<file path="config.mk">
export PLATFORM = sky130hd
export DESIGN_NAME = svf_bias_ctrl
export DESIGN_NICKNAME = d
export VERILOG_FILES = /design/src/rtl/svf_bias_pkg.sv /design/src/rtl/svf_bias_ctrl_slew_step.sv /design/src/rtl/svf_bias_ctrl.sv
export SDC_FILE = /design/constraint.sdc
export NUM_CORES = 1
export LEC_CHECK = 0
export ABC_AREA = 1
export CAP_MARGIN = 20
export CORE_MARGIN = 1
export CORE_UTILIZATION = 30
export DETAILED_ROUTE_END_ITERATION = 12
export MAX_ROUTING_LAYER = met4
export PLACE_DENSITY = 0.58
export SYNTH_ARGS = -nofsm -noshare
export SYNTH_HDL_FRONTEND = slang
export SYNTH_HIERARCHICAL = 1
export SYNTH_SLANG_ARGS = --single-unit
</file>
<file path="constraint.sdc">
create_clock -name clk -period 2.69 [get_ports clk]
set_input_delay 0.538 -clock clk [delete_from_list [all_inputs] [get_ports clk]]
set_output_delay 0.538 -clock clk [all_outputs]
set_load 0.03 [all_outputs]
</file>
<file path="src/rtl/svf_bias_pkg.sv">
// Shared types and constants for the SVF bias controller: FSM states,
// reset codes and the register-to-code mappings.
package svf_bias_pkg;

    localparam int CODE_W = 4;

    localparam logic [CODE_W-1:0] FC_RST = 4'd0;
    localparam logic [CODE_W-1:0] Q_RST  = 4'd15;

    typedef enum logic {
        ST_IDLE = 1'b0,
        ST_SLEW = 1'b1
    } state_t;

    // Only the top four cutoff bits reach the coarse fc DAC.
    function automatic logic [CODE_W-1:0] fc_target(input logic [10:0] fc);
        return fc[10:7];
    endfunction

    // Higher resonance means less damping, so the Q code runs inverted.
    function automatic logic [CODE_W-1:0] q_target(input logic [3:0] res);
        return 4'd15 - res;
    endfunction

endpackage

</file>
<file path="src/rtl/svf_bias_ctrl_slew_step.sv">
// One bias channel: target register, registered DAC code that moves one LSB
// toward the target per step, or loads it outright in bypass.
module slew_step
    import svf_bias_pkg::*;
#(
    parameter logic [CODE_W-1:0] RST_CODE = 4'd0
) (
    input  logic              clk,
    input  logic              rst_n,
    input  logic              ena,
    input  logic              load,
    input  logic [CODE_W-1:0] tgt_in,
    input  logic              step,
    input  logic              bypass,
    output logic [CODE_W-1:0] code,
    output logic              at_tgt
);

    logic [CODE_W-1:0] code_r;
    logic [CODE_W-1:0] tgt_r;

    // Target capture and code movement; steps use the target held before this edge.
    always_ff @(posedge clk or negedge rst_n) begin
        if (!rst_n) begin
            code_r <= RST_CODE;
            tgt_r  <= RST_CODE;
        end else if (ena) begin
            if (load) begin
                tgt_r <= tgt_in;
            end else begin
                tgt_r <= tgt_r;
            end
            if (bypass) begin
                code_r <= tgt_r;
            end else if (step && (code_r < tgt_r)) begin
                code_r <= code_r + 4'd1;
            end else if (step && (code_r > tgt_r)) begin
                code_r <= code_r - 4'd1;
            end else begin
                code_r <= code_r;
            end
        end else begin
            code_r <= code_r;
            tgt_r  <= tgt_r;
        end
    end

    assign code   = code_r;
    assign at_tgt = (code_r == tgt_r);

endmodule

</file>
<file path="src/rtl/svf_bias_ctrl.sv">
// SID-style filter bias controller: accepts fc/resonance settings and slews
// two 4-bit bias DAC codes toward them at one LSB per SLEW_DIV cycles.
module svf_bias_ctrl
    import svf_bias_pkg::*;
#(
    parameter int SLEW_DIV = 16
) (
    input  logic              clk,
    input  logic              rst_n,
    input  logic              ena,
    input  logic              cfg_valid,
    output logic              cfg_ready,
    input  logic [10:0]       cfg_fc,
    input  logic [3:0]        cfg_res,
    input  logic              slew_bypass,
    output logic [CODE_W-1:0] d_fc,
    output logic [CODE_W-1:0] d_q,
    output logic              settled
);

    localparam logic [7:0] DIV_LAST = 8'(SLEW_DIV - 1);

    state_t            state_r;
    state_t            state_nxt_s;
    logic [7:0]        cnt_r;
    logic [7:0]        cnt_nxt_s;
    logic              settled_r;
    logic              transfer_s;
    logic              tick_s;
    logic [CODE_W-1:0] new_fc_s;
    logic [CODE_W-1:0] new_q_s;
    logic              fc_at_s;
    logic              q_at_s;
    logic              both_at_s;
    logic              tgt_differs_s;

    assign cfg_ready     = ena;
    assign transfer_s    = ena & cfg_valid;
    assign tick_s        = (state_r == ST_SLEW) && (cnt_r == DIV_LAST);
    assign new_fc_s      = fc_target(cfg_fc);
    assign new_q_s       = q_target(cfg_res);
    assign both_at_s     = fc_at_s & q_at_s;
    assign tgt_differs_s = (new_fc_s != d_fc) || (new_q_s != d_q);

    // Next-state and prescaler; IDLE re-enters SLEW if a bypass load was missed.
    always_comb begin
        state_nxt_s = state_r;
        cnt_nxt_s   = cnt_r;
        case (state_r)
            ST_IDLE: begin
                cnt_nxt_s = 8'd0;
                if (slew_bypass) begin
                    state_nxt_s = ST_IDLE;
                end else if (transfer_s) begin
                    state_nxt_s = tgt_differs_s ? ST_SLEW : ST_IDLE;
                end else begin
                    state_nxt_s = both_at_s ? ST_IDLE : ST_SLEW;
                end
            end
            ST_SLEW: begin
                if (slew_bypass || (!transfer_s && both_at_s)) begin
                    state_nxt_s = ST_IDLE;
                    cnt_nxt_s   = 8'd0;
                end else begin
                    state_nxt_s = ST_SLEW;
                    cnt_nxt_s   = tick_s ? 8'd0 : (cnt_r + 8'd1);
                end
            end
            default: begin
                state_nxt_s = ST_IDLE;
                cnt_nxt_s   = 8'd0;
            end
        endcase
    end

    // FSM, prescaler and settled flag all freeze while the block is disabled.
    always_ff @(posedge clk or negedge rst_n) begin
        if (!rst_n) begin
            state_r   <= ST_IDLE;
            cnt_r     <= 8'd0;
            settled_r <= 1'b1;
        end else if (ena) begin
            state_r   <= state_nxt_s;
            cnt_r     <= cnt_nxt_s;
            settled_r <= (state_nxt_s == ST_IDLE);
        end else begin
            state_r   <= state_r;
            cnt_r     <= cnt_r;
            settled_r <= settled_r;
        end
    end

    assign settled = settled_r;

    slew_step #(.RST_CODE(FC_RST)) u_fc (
        .clk    (clk),
        .rst_n  (rst_n),
        .ena    (ena),
        .load   (transfer_s),
        .tgt_in (new_fc_s),
        .step   (tick_s),
        .bypass (slew_bypass),
        .code   (d_fc),
        .at_tgt (fc_at_s)
    );

    slew_step #(.RST_CODE(Q_RST)) u_q (
        .clk    (clk),
        .rst_n  (rst_n),
        .ena    (ena),
        .load   (transfer_s),
        .tgt_in (new_q_s),
        .step   (tick_s),
        .bypass (slew_bypass),
        .code   (d_q),
        .at_tgt (q_at_s)
    );

endmodule

</file>
==> results list, run 1 <==
* Post-layout net count: around 330
- Gate Count Post-Synth: about 260
- Main combinational cell family by area after synthesis: simple AND/OR/NAND/NOR gates
- Floorplan core area: 6061 um^2
- For this design the ratio of total power to cell area is 580.1 nW/um^2.
* Final setup viols: 0
- Max Clock Freq: between 400 and 500 MHz
- In this run the cell area of the synthesized design comes to just under 2000 um^2.
- Number of buffers created by CTS: 3
* Tightest Hold Check Type: flop to flop
- Counting distinct cell types in the post-synthesis netlist gives 28.
- Summing all placed instances gives a cell area of 2247 um^2.
- Summing over every cut layer, the via total after detailed routing is 1,592.
* Number of top-level design ports: 30
- Number of DRC violations after detailed routing: 0
* Vias in the first global route: 1,419
* Post-route minimum period: 2.448 ns
- The portion of synthesized area spent on multiplexers is 0.01166.
- The number of hold buffers added after CTS was 0.
- Fillers: 631
* Global placer's final weighted congestion: 0.7804
- Among all flip-flop cells after synthesis, the most frequent one is sky130_fd_sc_hd__dfrtp_1.
- The floorplan has 28 rows.
- Final standard cell count with taps included and fillers excluded: 367
* Cell count of the worst reg-to-reg path: 12
* Pins over their slew limit: 0
* Worst setup SP type: flop
- Complex-gate fraction of the synthesized area: 0.06218
- Worst slack after detailed placement: about 0.19 ns
* Layout Skew: 0.008439 ns
* Peak supply drop: 0.3615 mV
- Yosys warning count: 6
- Hold Vio Cnt, Final: 0
- In this run the vertical extent of the chip is 82.25 um.
- In the final routed layout, each cell accounts on average for ~10 um.
- Deepest clock path buffer count: 2
- Number of sinks handled by clock tree synthesis: 26
- Measured along the x axis, the die boundary spans 82.25 um.
* Register-to-Register Setup Slack: 0.24 ns
- Net count after synthesis: roughly 300
* Routed WL: 3783 um
- The area growth from synthesis to layout is 20.92%.
- Sequential-to-total area share from yosys stat: 0.3426
- TritonCTS built the clock tree.
- The worst setup path is of the flop to flop kind.
- Total power consumption of the routed design: 1355 uW
- Clock-pin slew of the registers on the worst-case setup and hold paths: 0.10 ns
- For hold timing, the worst endpoint is settled.
- Total Routing Usage GR: 0.1274
- Nature of the critical path endpoint: flop
* Detailed-placement wirelength estimate: ~2900 um
* Post-DR vias/cell: about 4.3
- Maximum number of pins on one net before global-route repair: 27
* Static leakage: 0.001202 uW
- Async set or reset register ratio after synthesis: 1.000
* Synth Area per Inst: 7.318 um^2
* Crit share post-route: 0.9099
- Max-cap violations in this run came to 0.
* Count of antenna diodes in the layout: 0
- Of the total synthesized cell area, the portion taken by XOR and XNOR cells is 0.04080.
- H-tree depth: 1
* Transition time at the pin with the least slew margin: 0.3916 ns
- Antenna violations before repair: 0
* Fraction of final layout cells sized beyond drive strength 1: 0.1610
- After global routing the overflow that remains totals 0.
* Post-synth EDFFs: 0
- Of the total synthesized cell area, the portion taken by AND, OR, NAND and NOR gates is 0.3258.
- Buffer cell driving the clock tree root: sky130_fd_sc_hd__clkbuf_8
- Number of input and output port buffers inserted: 22
- Fraction of the mapped netlist area in adder cells: 0.1049
- Number of optimization iterations in the first detailed-route pass: 6
* Global-route wire length before repair: about 6400 um
- First-iteration detailed-routing DRC count: 34
- Status: completed
- For the worst-skew pair, the clock arrives at the later sink with an insertion delay of 0.28 ns.
- Hold wc startpoint: settled
- Number of cells after detailed placement: 361
- In the post-route analysis, the smallest setup slack over all paths is 0.2423 ns.
- STA puts the critical path data required time at about 2.9 ns.
- Max Fanout on Critical Path: 6
- Worst reg2reg path endpoint: u_fc/code[2]
* Instance count along the most critical hold path: 2
* Launch point of the worst reg-to-reg path: cnt_r[1]
- Register bit total from synthesis: 26
- The die covers 6764 um^2.
- STA puts the critical path data arrival time at 2.62 ns.
- The detail route stage leaves a number of antenna-violating nets equal to 0.
- Final std cell area, no fill: 2336 um^2
* Rel. slew slack: 0.7381
- Starting density of the core: 0.3187
* TNS Setup: 0 ns
## worst max-delay path by stage
stage                               to  cells past startpoint  slack (ns)     start
after detailed placement  u_fc/code[2]                     12        0.19  cnt_r[0]
final                     u_fc/code[2]                     12        0.24  cnt_r[1]
after CTS                 u_fc/code[2]                     12        0.17  cnt_r[0]
after floorplan           u_fc/code[2]                     12        0.45  cnt_r[0]
after global routing      u_fc/code[3]                     18      -0.002  cnt_r[1]
after global placement    u_fc/code[2]                     12        0.23  cnt_r[0]
## Yosys cell counts, types with 5 or more instances
cell	number	area [um^2]
sky130_fd_sc_hd__nor2_2	6	37.54
sky130_fd_sc_hd__inv_1	48	180.2
sky130_fd_sc_hd__nand3_1	10	50.05
sky130_fd_sc_hd__dfrtp_1	17	425.4
sky130_fd_sc_hd__a21oi_1	13	65.06
sky130_fd_sc_hd__xor2_1	5	43.79
sky130_fd_sc_hd__nor2_1	27	101.4
sky130_fd_sc_hd__nand2_1	71	266.5
sky130_fd_sc_hd__ha_1	13	162.7
sky130_fd_sc_hd__dfstp_2	9	236.5
sky130_fd_sc_hd__nand3_2	5	50.05
## state kept, by name (all words and copies together) (netlist names)
| name | cells |
|---|---|
| cnt_r | 8 |
| u_q/tgt_r | 4 |
| state_r | 1 |
| u_q/code | 4 |
| settled | 1 |
| u_fc/tgt_r | 4 |
| u_fc/code | 4 |
## final cells by class
cell class                 instances  area [um^2]  share of cell area
clock buffer                       3        41.29             0.01768
clock inverter                     1        30.03             0.01285
inverter                          50        190.2             0.08141
multi-input combinational        184         1056              0.4521
sequential                        26        661.9              0.2833
tap                               75        93.84             0.04017
timing repair buffer              28        262.8              0.1125
## routing by layer
metal	vias up	wire, um	global-route usage
li1	865	-	-
met3	2	88	0.02308
met4	0	19	0.02105
met5	-	0	-
met2	14	1747	0.2083
met1	711	1929	0.1664
## critical path, stage by stage, from the launching register on
cell and delay [ns]:
sky130_fd_sc_hd__dfrtp_1 0.40, sky130_fd_sc_hd__ha_1 0.21, sky130_fd_sc_hd__nand3_2 0.11, sky130_fd_sc_hd__inv_1 0.07, sky130_fd_sc_hd__nand4_1 0.09, sky130_fd_sc_hd__inv_1 0.15
sky130_fd_sc_hd__nand2_1 0.07, sky130_fd_sc_hd__nor2_1 0.15, sky130_fd_sc_hd__nand2_2 0.14, sky130_fd_sc_hd__fa_1 0.40, sky130_fd_sc_hd__or2_2 0.30, sky130_fd_sc_hd__a22oi_1 0.15
sky130_fd_sc_hd__o21ai_0 0.11
## metrics by stage
step | hold WS [ns] | utilization
6_report | 0.4759 | 0.3854
3_5_place_dp | 0.4609 | 0.3708
2_1_floorplan | 0.2424 | -
3_3_place_gp | 0.4634 | 0.3708
5_1_grt | 0.4950 | 0.3854
4_1_cts | 0.4807 | 0.3825
## timing repair
item / in CTS / in global routing
hold endpoints to repair: 0 / 0
buffers inserted: 0 / 2
setup endpoints to repair: 0 / 2
resized for setup: 0 / 1
## where the power goes
group | internal (uW) | switching (uW) | total (uW)
Clock | 199 | 133 | 332
Sequential | 462 | 66.2 | 528
Combinational | 217 | 278 | 495
## cell usage in the layout, fill, tap and decap left out
cell type                         instances
sky130_fd_sc_hd__nand4_1                  4
sky130_fd_sc_hd__inv_2                    1
sky130_fd_sc_hd__dfrtp_1                 17
sky130_fd_sc_hd__mux2_2                   2
sky130_fd_sc_hd__xor2_1                   5
sky130_fd_sc_hd__inv_4                    1
sky130_fd_sc_hd__ha_1                    13
sky130_fd_sc_hd__nand3_2                  5
sky130_fd_sc_hd__a22oi_1                  2
sky130_fd_sc_hd__dfstp_2                  9
sky130_fd_sc_hd__clkbuf_8                 3
sky130_fd_sc_hd__nand2_1                 70
sky130_fd_sc_hd__nand2_4                  2
sky130_fd_sc_hd__nor2_2                   6
sky130_fd_sc_hd__nor3_1                   1
sky130_fd_sc_hd__o21ai_1                  4
sky130_fd_sc_hd__bufinv_16                1
sky130_fd_sc_hd__inv_1                   48
sky130_fd_sc_hd__a21oi_1                 13
sky130_fd_sc_hd__or2_2                    2
sky130_fd_sc_hd__nand3_1                 10
sky130_fd_sc_hd__fa_1                     2
sky130_fd_sc_hd__clkdlybuf4s50_1         21
sky130_fd_sc_hd__buf_4                    7
sky130_fd_sc_hd__o21ai_0                  4
sky130_fd_sc_hd__nand2_2                  5
sky130_fd_sc_hd__nor2_1                  27
sky130_fd_sc_hd__nor2_4                   3
sky130_fd_sc_hd__xnor2_1                  4
## cell families (layout without fill, tap and decap cells)
family,count (synthesis),in the layout
buffers and inverters,54,82
DFF,26,26
muxes,2,2
adders and majority gates,15,15
and+or+nand+nor,135,135
xor gates and xnor gates,9,9
AOI/OAI and AO/OA,23,23
Note: power is estimated with default switching activity, not from simulation.
==> run 2: changes to the inputs <==
--- a/config.mk
+++ b/config.mk
@@ -12,6 +12,7 @@
 export DETAILED_ROUTE_END_ITERATION = 12
 export MAX_ROUTING_LAYER = met4
 export PLACE_DENSITY = 0.58
+export SKIP_CTS_REPAIR_TIMING = 1
 export SYNTH_ARGS = -nofsm -noshare
 export SYNTH_HDL_FRONTEND = slang
 export SYNTH_HIERARCHICAL = 1
==> results of run 2 <==
Same layout as run 1: the final DEF is identical, and so are final timing and power.
